==> config.mk <==
export PLATFORM = sky130hd
export DESIGN_NAME = video_timing
export DESIGN_NICKNAME = d
export VERILOG_FILES = /design/src/rtl/video_timing_pkg.sv /design/src/rtl/video_timing_cpu_clock_gate.sv /design/src/rtl/video_timing.sv
export SDC_FILE = /design/constraint.sdc
export NUM_CORES = 1
export LEC_CHECK = 0
export BUFFER_PORTS_ARGS = -buffer_cell sky130_fd_sc_hd__buf_2
export CORE_ASPECT_RATIO = 0.8
export CORE_MARGIN = 4
export CORE_UTILIZATION = 40
export CTS_BUF_LIST = sky130_fd_sc_hd__clkbuf_16
export DETAILED_ROUTE_END_ITERATION = 8
export GPL_ROUTABILITY_DRIVEN = 0
export PLACE_DENSITY = 0.67
export RECOVER_POWER = 100
export SYNTH_ARGS = -nofsm -noshare
export SYNTH_HDL_FRONTEND = slang
export SYNTH_HIERARCHICAL = 1
export SYNTH_SLANG_ARGS = --single-unit
export TNS_END_PERCENT = 20
==> constraint.sdc <==
create_clock -name clock70 -period 3.08 [get_ports clock70]
set_input_delay 0.154 -clock clock70 [delete_from_list [all_inputs] [get_ports clock70]]
set_output_delay 0.154 -clock clock70 [all_outputs]
set_load 0.03 [all_outputs]
==> src/rtl/video_timing_pkg.sv <==
// Shared timing constants and helpers for the Spectrum-128-style raster generator.
// Default values describe the 7.095 MHz, 456 x 311 frame.
package video_timing_pkg;

  localparam int CNT_W          = 9;
  localparam int CONTEND_PHASES = 6;

  localparam int H_TOTAL_DEF      = 456;
  localparam int V_TOTAL_DEF      = 311;
  localparam int H_ACTIVE_DEF     = 256;
  localparam int V_ACTIVE_DEF     = 192;
  localparam int HBLANK_START_DEF = 320;
  localparam int HBLANK_END_DEF   = 415;
  localparam int HSYNC_START_DEF  = 336;
  localparam int HSYNC_LEN_DEF    = 32;
  localparam int VBLANK_START_DEF = 248;
  localparam int VBLANK_LEN_DEF   = 8;
  localparam int VSYNC_START_DEF  = 248;
  localparam int VSYNC_LEN_DEF    = 4;
  localparam int INT_LINE_DEF     = 248;
  localparam int INT_HPOS_DEF     = 0;
  localparam int INT_LEN_DEF      = 72;

  typedef logic [CNT_W-1:0] cnt_t;

  function automatic logic in_window(input cnt_t pos, input int first, input int len);
    int p;
    p = int'(pos);
    return (p >= first) && (p < first + len);
  endfunction

endpackage

==> src/rtl/video_timing_cpu_clock_gate.sv <==
// CPU clock-enable with ULA-style memory contention. Fed with the upcoming raster
// position so the registered pulse lines up with the hcount shown on the same cycle.
module video_timing_cpu_clock_gate
  import video_timing_pkg::*;
#(
  parameter int H_ACTIVE = H_ACTIVE_DEF,
  parameter int V_ACTIVE = V_ACTIVE_DEF
) (
  input  logic             clock70,
  input  logic             reset,
  input  logic [CNT_W-1:0] hcount,
  input  logic [CNT_W-1:0] vcount,
  input  logic             contend_req,
  output logic             cpu_ce
);

  logic cpu_ce_reg;
  logic stall;

  // The shifter owns the bus for the first six T-state phases of every 8-T group.
  always_comb begin
    stall = contend_req
         && (vcount < cnt_t'(V_ACTIVE))
         && (hcount < cnt_t'(H_ACTIVE))
         && (hcount[3:1] < 3'(CONTEND_PHASES));
  end

  always_ff @(posedge clock70) begin
    if (reset) begin
      cpu_ce_reg <= 1'b0;
    end else begin
      cpu_ce_reg <= hcount[0] && !stall;
    end
  end

  assign cpu_ce = cpu_ce_reg;

endmodule

==> src/rtl/video_timing.sv <==
// Raster counters, sync/blank/border flags, frame interrupt and flash phase.
// Flags are decoded from the next counter state so they align with hcount/vcount.
module video_timing
  import video_timing_pkg::*;
#(
  parameter int H_TOTAL      = H_TOTAL_DEF,
  parameter int V_TOTAL      = V_TOTAL_DEF,
  parameter int H_ACTIVE     = H_ACTIVE_DEF,
  parameter int V_ACTIVE     = V_ACTIVE_DEF,
  parameter int HBLANK_START = HBLANK_START_DEF,
  parameter int HBLANK_END   = HBLANK_END_DEF,
  parameter int HSYNC_START  = HSYNC_START_DEF,
  parameter int HSYNC_LEN    = HSYNC_LEN_DEF,
  parameter int VBLANK_START = VBLANK_START_DEF,
  parameter int VBLANK_LEN   = VBLANK_LEN_DEF,
  parameter int VSYNC_START  = VSYNC_START_DEF,
  parameter int VSYNC_LEN    = VSYNC_LEN_DEF,
  parameter int INT_LINE     = INT_LINE_DEF,
  parameter int INT_HPOS     = INT_HPOS_DEF,
  parameter int INT_LEN      = INT_LEN_DEF
) (
  input  logic             clock70,
  input  logic             reset,
  input  logic             contend_req,
  output logic [CNT_W-1:0] hcount,
  output logic [CNT_W-1:0] vcount,
  output logic             hsync,
  output logic             vsync,
  output logic             blank,
  output logic             border,
  output logic             int_n,
  output logic             cpu_ce,
  output logic             flash
);

  cnt_t        hcount_reg, vcount_reg;
  cnt_t        hcount_next, vcount_next;
  logic        h_wrap, v_wrap;
  logic [4:0]  frame_reg;
  logic        hsync_reg, vsync_reg, blank_reg, border_reg, int_n_reg;
  logic        blank_next, int_start;
  logic [15:0] int_cnt_reg;

  always_comb begin
    h_wrap      = (hcount_reg == cnt_t'(H_TOTAL - 1));
    v_wrap      = h_wrap && (vcount_reg == cnt_t'(V_TOTAL - 1));
    hcount_next = h_wrap ? '0 : hcount_reg + 1'b1;
    vcount_next = v_wrap ? '0 : (h_wrap ? vcount_reg + 1'b1 : vcount_reg);
    blank_next  = in_window(hcount_next, HBLANK_START, HBLANK_END - HBLANK_START + 1)
               || in_window(vcount_next, VBLANK_START, VBLANK_LEN);
    int_start   = (vcount_next == cnt_t'(INT_LINE)) && (hcount_next == cnt_t'(INT_HPOS));
  end

  always_ff @(posedge clock70) begin
    if (reset) begin
      hcount_reg  <= '0;
      vcount_reg  <= '0;
      frame_reg   <= '0;
      hsync_reg   <= 1'b0;
      vsync_reg   <= 1'b0;
      blank_reg   <= 1'b0;
      border_reg  <= 1'b0;
      int_n_reg   <= 1'b1;
      int_cnt_reg <= '0;
    end else begin
      hcount_reg <= hcount_next;
      vcount_reg <= vcount_next;
      if (v_wrap) begin
        frame_reg <= frame_reg + 1'b1;
      end
      hsync_reg  <= in_window(hcount_next, HSYNC_START, HSYNC_LEN);
      vsync_reg  <= in_window(vcount_next, VSYNC_START, VSYNC_LEN);
      blank_reg  <= blank_next;
      border_reg <= !blank_next
                 && ((hcount_next >= cnt_t'(H_ACTIVE)) || (vcount_next >= cnt_t'(V_ACTIVE)));
      // A free-running down-counter lets the pulse run across a line wrap.
      if (int_start) begin
        int_n_reg   <= 1'b0;
        int_cnt_reg <= 16'(INT_LEN - 1);
      end else if (int_cnt_reg != '0) begin
        int_n_reg   <= 1'b0;
        int_cnt_reg <= int_cnt_reg - 1'b1;
      end else begin
        int_n_reg   <= 1'b1;
      end
    end
  end

  video_timing_cpu_clock_gate #(
    .H_ACTIVE (H_ACTIVE),
    .V_ACTIVE (V_ACTIVE)
  ) u_cpu_clock_gate (
    .clock70     (clock70),
    .reset       (reset),
    .hcount      (hcount_next),
    .vcount      (vcount_next),
    .contend_req (contend_req),
    .cpu_ce      (cpu_ce)
  );

  assign hcount = hcount_reg;
  assign vcount = vcount_reg;
  assign hsync  = hsync_reg;
  assign vsync  = vsync_reg;
  assign blank  = blank_reg;
  assign border = border_reg;
  assign int_n  = int_n_reg;
  assign flash  = frame_reg[4];

endmodule

==> results of run 1 <==
[worst max-delay path, stage by stage, from the launching register on]
cell     delay (ns)
dfxtp_1        0.40
ha_1           0.29
and4_1         0.35
nand3_1        0.12
or3_1          0.34
a22o_1         0.28
or4_1          0.65
and3_1         0.24
[power by group]
| part | internal [mW] | leakage [nW] | switching, mW |
|---|---|---|---|
| logic | 0.273 | 0.502 | 0.334 |
| registers | 0.679 | 0.366 | 0.0877 |
| clock network | 0.302 | 0.0702 | 0.235 |
[routing by layer]
layer	share of wire	global-route usage	vias to the layer above	routed length, µm
li1	-	-	1038	-
met5	0	0	-	0
met3	0.064	0.0450	7	346
met1	0.51	0.239	909	2750
met2	0.41	0.215	58	2220
met4	0.015	0.0563	0	80
[path summary, 6_finish.rpt]
| path | startpoint | endpoint | slack [ns] |
|---|---|---|---|
| setup / recovery | hcount[0]$_SDFF_PP0_ | int_cnt_reg[12]$_SDFFE_PP0P_ | 0.31 |
| hold / removal | contend_req | u_cpu_clock_gate/cpu_ce$_SDFF_PP0_ | 0.22 |
| setup reg to reg | hcount[0]$_SDFF_PP0_ | int_cnt_reg[12]$_SDFFE_PP0P_ | 0.31 |
| hold reg to reg | int_cnt_reg[9]$_SDFFE_PP0P_ | int_cnt_reg[9]$_SDFFE_PP0P_ | 0.48 |
[cell type report]
type	instances	area, µm²
inverters	11	41.3
multi-input cells	209	1340
clock buffers	5	125
clock inverters	3	21.3
well taps	78	97.6
repair buffers	29	115
flip-flops and latches	45	901
fillers	600	2940
==> qor.yml, run 1 <==
status: "completed"
io_pins: 28
maxCapViolations: 0
final_core_util: 0.473
core_um2: 5590
postSynthCellCount: 278
drt_pass1_iterations: 4
finalSetupViolCount: 0
pre_cts_slack_ns: 0.426
startpoint_type: "register"
antenna_found_initial: 0
dr.first_iter.drc_count: 141
crit_required_ns: 3.27
clockRootBuffer: "clkbuf_16"
crit_path_end_kind: "register"
final_common_cell: "dfxtp_1"
ant_nets: 0
drive_gt1_frac: 0.0762
initial_core_util: 0.424
cts.sinks: 45
die_h_um: 76.8
p_leak_nw: 0.938
cts_tree: "done"
ff2ff_path_depth: 7
post_cts_buffers: 0
grt_usage: 0.160
numCtsBuffers: 5
routedWlPerCell_um: 14.2
fin_cells: 380
hpwl_mm: 3.89
area_growth_pct: 11.6
antennaDiodeCount: 0
cts.repair.resized: 0
layout_common_cells: "dfxtp_1, nor2_1, clkbuf_1, nand2_1, a21oi_1"
cp.arrival_ns: 2.96
finalInstanceArea_um2: 2640
via_per_inst: 5.29
max_freq_mhz: 361
slew_headroom: 0.584
place_area_um2: 2550
hp-class: "input port to register"
timing.setup.tns_ns: 0
total_power_mw: 1.91
synth_area_per_cell_um2: 8.52
fin_crit_ns: 2.77
fin_skew_ns: 0.00584
drc: 0
rsz0062_at_grt: "no"
grt_pass1_wl_mm: 9.01
fp-row-count: 24
clock_tree.buffer_depth: 2
placedCellCount: 372
largest_register_ff_count: 16
fin_crit_sh: 0.898
nNetsFinal: 309
slew_violations: 0
syn_nets: 286
finalWirelength_mm: 5.39
vias: 2012
hold_violations: 0
power_density_nw_per_um2: 723
grt_overflow: 0
ir_worst_vdd_mv: 0.226
die_area_um2: 7230
grt_pass1_vias: 1835
clock_latency_ns: 0.29
worst-setup-path-type: "register to register"
netlist_area_um2: 2370
synth_warnings: 6
die_x_um: 94.1
crit_fanout: 7
timing.final.ws_setup_ns: 0.313
grt_start_max_net_pins: 27
holdPathStages: 3
ctsHoldBuffers: 0
tightest_slew_ns: 0.618
clk_pin_slew_ns: 0.07
portBuffers: 27
cts_max_level: 2
holdWs_ns: 0.220
No activity file was read; power rests on OpenSTA's default activity.
==> run 2, diff against run 1 <==
--- a/config.mk
+++ b/config.mk
@@ -13,7 +13,6 @@
 export DETAILED_ROUTE_END_ITERATION = 8
 export GPL_ROUTABILITY_DRIVEN = 0
 export PLACE_DENSITY = 0.67
-export RECOVER_POWER = 100
 export SYNTH_ARGS = -nofsm -noshare
 export SYNTH_HDL_FRONTEND = slang
 export SYNTH_HIERARCHICAL = 1
==> run 2 against run 1 <==
Clock power about the same. First-iteration DRC count up 13%. Flip-flop and latch count unchanged. Non-clock buffer count unchanged. Register-to-register slack better by 0.10 ns. Total power up 0.11%. Critical path depth unchanged. Routed wire length up 0.17%.
==> qor.yml, run 2 (same netlist as run 1, synthesis figures left out) <==
numCtsBuffers: 5  # unchanged
drive_gt1_frac: 0.175  # +0.0993
largest_register_ff_count: 16  # unchanged
slew_violations: 0  # unchanged
vias: 2038  # +1.3%
finalInstanceArea_um2: 2690  # +1.9%
cts.repair.resized: 0  # unchanged
portBuffers: 27  # unchanged
clockRootBuffer: "clkbuf_16"
die_h_um: 76.8  # unchanged
final_common_cell: "dfxtp_1"
ctsHoldBuffers: 0  # unchanged
initial_core_util: 0.424  # unchanged
die_x_um: 94.1  # unchanged
finalWirelength_mm: 5.40  # +0.17%
startpoint_type: "register"
timing.setup.tns_ns: 0  # unchanged
routedWlPerCell_um: 14.2  # +0.17%
hold_violations: 0  # unchanged
fin_crit_sh: 0.866  # -0.0326
grt_usage: 0.160  # unchanged
fp-row-count: 24  # unchanged
fin_skew_ns: 0.00599  # +0.000148 ns
cts_tree: "done"
grt_pass1_wl_mm: 9.01  # unchanged
nNetsFinal: 309  # unchanged
finalSetupViolCount: 0  # unchanged
drt_pass1_iterations: 5  # +1
ant_nets: 0  # unchanged
p_leak_nw: 1.06  # +13%
cpMaxStageDelayCell: "or4_4"
dr.first_iter.drc_count: 159  # +13%
ir_worst_vdd_mv: 0.226  # about the same
cp.arrival_ns: 2.86  # -0.10 ns
rsz0062_at_grt: "no"
io_pins: 28  # unchanged
critPathBufInv: 0  # unchanged
status: "completed"
via_per_inst: 5.36  # +1.3%
power_density_nw_per_um2: 710  # -1.7%
crit_fanout: 7  # unchanged
crit_chain: "ha_1 -> and4_1 -> nand3_1 -> or3_1 -> a22o_1 -> or4_4 -> and3_1"
grt_overflow: 0  # unchanged
antenna_found_initial: 0  # unchanged
post_cts_buffers: 0  # unchanged
crit_family: "simple AND/OR/NAND/NOR gates"
core_um2: 5590  # unchanged
die_area_um2: 7230  # unchanged
crit_path_end_kind: "register"
grt_pass1_vias: 1835  # unchanged
place_area_um2: 2550  # unchanged
hp-class: "input port to register"
cts.sinks: 45  # unchanged
area_growth_pct: 13.7
tightest_slew_ns: 0.601  # -0.0168 ns
clock_latency_ns: 0.29  # about the same
cts_max_level: 2  # unchanged
clock_tree.buffer_depth: 2  # unchanged
max_freq_mhz: 375  # +3.8%
layout_common_cells: "dfxtp_1, nor2_1, buf_2, nand2_1"
grt_start_max_net_pins: 27  # unchanged
total_power_mw: 1.91  # +0.11%
maxCapViolations: 0  # unchanged
antennaDiodeCount: 0  # unchanged
crit_required_ns: 3.27  # about the same
worst-setup-path-type: "register to register"
slew_headroom: 0.595  # +0.0113
fin_crit_ns: 2.67  # -0.100 ns
clk_pin_slew_ns: 0.07  # about the same
drc: 0  # unchanged
cpPeakStageDelay_ns: 0.59  # -0.06 ns
hpwl_mm: 3.89  # unchanged
run 2: worst register-to-register path, cell delays in order, from the launching register on:
cell and delay [ns]:
dfxtp_1 0.39, ha_1 0.29, and4_1 0.35, nand3_1 0.12
or3_1 0.34, a22o_1 0.28, or4_4 0.59, and3_1 0.20
run 2: stage by stage:
step           setup slack [ns]  std cells  hold WS (ns)  utilization
2_1_floorplan             0.272        278         0.327            -
3_3_place_gp              0.487        372         0.465        0.456
3_5_place_dp              0.426        372         0.466        0.456
4_1_cts                   0.418        380         0.241        0.482
5_1_grt                   0.221        380         0.262        0.482
6_report                  0.413        380         0.247        0.482
run 2: worst paths after layout:
path                                   endpoint  slack (ns)  cells after the start                         from
max                int_cnt_reg[12]$_SDFFE_PP0P_        0.41                      7         hcount[0]$_SDFF_PP0_
min          u_cpu_clock_gate/cpu_ce$_SDFF_PP0_        0.25                      3                  contend_req
min reg2reg         int_cnt_reg[9]$_SDFFE_PP0P_        0.48                      2  int_cnt_reg[9]$_SDFFE_PP0P_
max reg2reg        int_cnt_reg[12]$_SDFFE_PP0P_        0.41                      7         hcount[0]$_SDFF_PP0_
run 2: final cells by class:
type / instances / area (µm²)
clock buffer: 5 / 125
clock inverter: 3 / 21.3
fill: 585 / 2890
inverter: 11 / 41.3
multi-input combinational: 209 / 1360
sequential: 45 / 901
tap: 78 / 97.6
timing repair buffer: 29 / 150
run 2: where the power goes:
| part | internal (mW) | switching (mW) |
|---|---|---|
| Sequential | 0.679 | 0.0876 |
| Clock | 0.302 | 0.236 |
| Combinational | 0.276 | 0.333 |
| Total | 1.26 | 0.656 |
run 2: per-layer routing:
layer / track usage / vias to the layer above / share of wire
met4: 0.0563 / 0 / 0.015
met3: 0.0450 / 7 / 0.065
met1: 0.239 / 933 / 0.52
met2: 0.215 / 60 / 0.40
met5: 0 / - / 0
li1: - / 1038 / -
==> run 3, diff against run 2 <==
--- a/config.mk
+++ b/config.mk
@@ -8,11 +8,11 @@
 export BUFFER_PORTS_ARGS = -buffer_cell sky130_fd_sc_hd__buf_2
 export CORE_ASPECT_RATIO = 0.8
 export CORE_MARGIN = 4
-export CORE_UTILIZATION = 40
+export CORE_UTILIZATION = 47
 export CTS_BUF_LIST = sky130_fd_sc_hd__clkbuf_16
 export DETAILED_ROUTE_END_ITERATION = 8
 export GPL_ROUTABILITY_DRIVEN = 0
-export PLACE_DENSITY = 0.67
+export PLACE_DENSITY = 0.76
 export SYNTH_ARGS = -nofsm -noshare
 export SYNTH_HDL_FRONTEND = slang
 export SYNTH_HIERARCHICAL = 1
==> run 3 against run 2 <==
Clock power down 5.4%. Via count up 0.64%. Sequential power about the same. Setup slack worse by 0.026 ns. Total power down 0.95%. Fmax down 0.95%. Flip-flop and latch count unchanged. First-iteration DRC count up 20%. Routed wire length down 3.1%. Clock skew down 0.00074 ns. Register-to-register slack worse by 0.03 ns. Die area down 14%.
==> qor.yml, run 3 (same netlist as run 1, synthesis figures left out) <==
fin_cells: 362  # -4.7%
p_switching_uw: 645  # -1.7%
nNetsFinal: 309  # unchanged
status: "completed"
portBuffers: 27  # unchanged
worst-setup-path-type: "register to register"
startpoint_type: "register"
io_pins: 28  # unchanged
multi_input_area_um2: 1360  # unchanged
drc: 0  # unchanged
placedCellCount: 354  # -4.8%
die_h_um: 71.5  # -6.9%
fin_skew_ns: 0.00525  # -0.000744 ns
grt_usage: 0.177  # +0.0175
p_leak_nw: 1.06  # +0.21%
finalWirelength_mm: 5.24  # -3.1%
clock_latency_ns: 0.28  # about the same
crit_required_ns: 3.26  # about the same
largest_register_ff_count: 16  # unchanged
clockRootBuffer: "clkbuf_16"
max_freq_mhz: 371  # -0.95%
drt_pass1_iterations: 4  # -1
grt_use_met1: 0.265  # +0.0265
die_x_um: 87.4  # -7.1%
grt_pass1_wl_mm: 8.94  # -0.84%
via_per_inst: 5.67  # +5.6%
cts_max_level: 2  # unchanged
timing.setup.tns_ns: 0  # unchanged
startpoint: "hcount[0]$_SDFF_PP0_"
finalSetupViolCount: 0  # unchanged
grt_start_max_net_pins: 27  # unchanged
final_common_cell: "dfxtp_1"
dr.first_iter.drc_count: 191  # +20%
timing.rr.start: "hcount[0]$_SDFF_PP0_"
slew_violations: 0  # unchanged
fp-row-count: 22  # -8.3%
crit_fanout: 7  # unchanged
hold_start: "contend_req"
die_area_um2: 6250  # -14%
routedWlPerCell_um: 14.5  # +1.8%
ir_worst_vdd_mv: 0.483  # +110%
antennaDiodeCount: 0  # unchanged
hp-class: "input port to register"
comb_power_share: 0.327  # +0.009
layout_common_cells: "dfxtp_1, nor2_1, buf_2, nand2_1, inv_1"
holdWs_ns: 0.250  # +0.00355 ns
numCtsBuffers: 5  # unchanged
grt_overflow: 0  # unchanged
power_density_nw_per_um2: 711  # +0.12%
initial_core_util: 0.501  # +0.0762
fin_crit_sh: 0.874  # +0.00831
seqCellArea_um2: 901  # unchanged
ant_nets: 0  # unchanged
clk_pin_slew_ns: 0.06  # about the same
cts_tree: "done"
drive_gt1_frac: 0.169  # -0.00662
busiest_layer: "met1"
grt_pass1_vias: 1886  # +2.8%
crit_path_end_kind: "register"
switching_share: 0.341  # -0.00254
p_int_mw: 1.25  # -0.57%
slew_headroom: 0.570  # -0.0259
cts.repair.resized: 0  # unchanged
hold_violations: 0  # unchanged
vias: 2051  # +0.64%
rsz0062_at_grt: "no"
final.fill_count: 425  # -27%
pwr-share-clk: 0.269  # -0.012
fin_crit_ns: 2.69  # +0.0256 ns
globalRouteMet2Util: 0.252  # +0.0362
tightest_slew_ns: 0.640  # +0.0384 ns
clock_tree.buffer_depth: 2  # unchanged
ctsHoldBuffers: 0  # unchanged
cts.sinks: 45  # unchanged
area_growth_pct: 12.5
hpwl_mm: 3.84  # -1.4%
maxCapViolations: 0  # unchanged
seqPwrFrac: 0.405  # +0.004
grtUsageMet3: 0.0460  # +0.000967
core_um2: 4730  # -15%
antenna_found_initial: 0  # unchanged
cp.arrival_ns: 2.87  # about the same
post_cts_buffers: 0  # unchanged
==> run 3: area by class of cell <==
cell class	count	share of cell area
multi-input combinational	209	0.509
timing repair buffer	29	0.0563
tap	60	0.0282
clock inverter	3	0.00563
inverter	11	0.0155
clock buffer	5	0.0469
sequential	45	0.338
==> run 3: worst paths after layout <==
check                           cells past startpoint                                 end  slack (ns)
worst max-delay path                                7        int_cnt_reg[12]$_SDFFE_PP0P_        0.39
worst min-delay path                                3  u_cpu_clock_gate/cpu_ce$_SDFF_PP0_        0.25
worst max register to register                      7        int_cnt_reg[12]$_SDFFE_PP0P_        0.39
worst min register to register                      2         int_cnt_reg[9]$_SDFFE_PP0P_        0.48
==> run 3: layer usage <==
metal / vias to the layer above / share of wire
met1: 944 / 0.51
met5: - / 0
met3: 7 / 0.070
met4: 0 / 0.010
li1: 1041 / -
met2: 59 / 0.41
==> run 3: power groups by stage <==
stage,Clock (mW),Combinational [mW],Sequential (mW)
2_1_floorplan,0,0.505,0.775
3_3_place_gp,0,0.606,0.773
3_5_place_dp,0,0.617,0.780
4_1_cts,0.516,0.623,0.766
5_1_grt,0.536,0.723,0.781
6_report,0.509,0.619,0.767
==> run 3: through the flow <==
step                power (mW)  instance area (µm²)  utilization  setup WS, ns
finish                    1.89                 2670        0.563         0.388
global route              2.04                 2670        0.563         0.266
CTS                       1.91                 2670        0.563         0.414
detailed placement        1.40                 2520        0.533         0.426
global placement          1.38                 2520        0.533         0.501
floorplan                 1.28                 2370            -         0.272
==> run 3: worst max-delay path, cell delays in order (launching register included) <==
cell	delay (ns)
dfxtp_1	0.39
ha_1	0.28
and4_1	0.36
nand3_1	0.13
or3_1	0.35
a22o_1	0.28
or4_4	0.59
and3_1	0.21
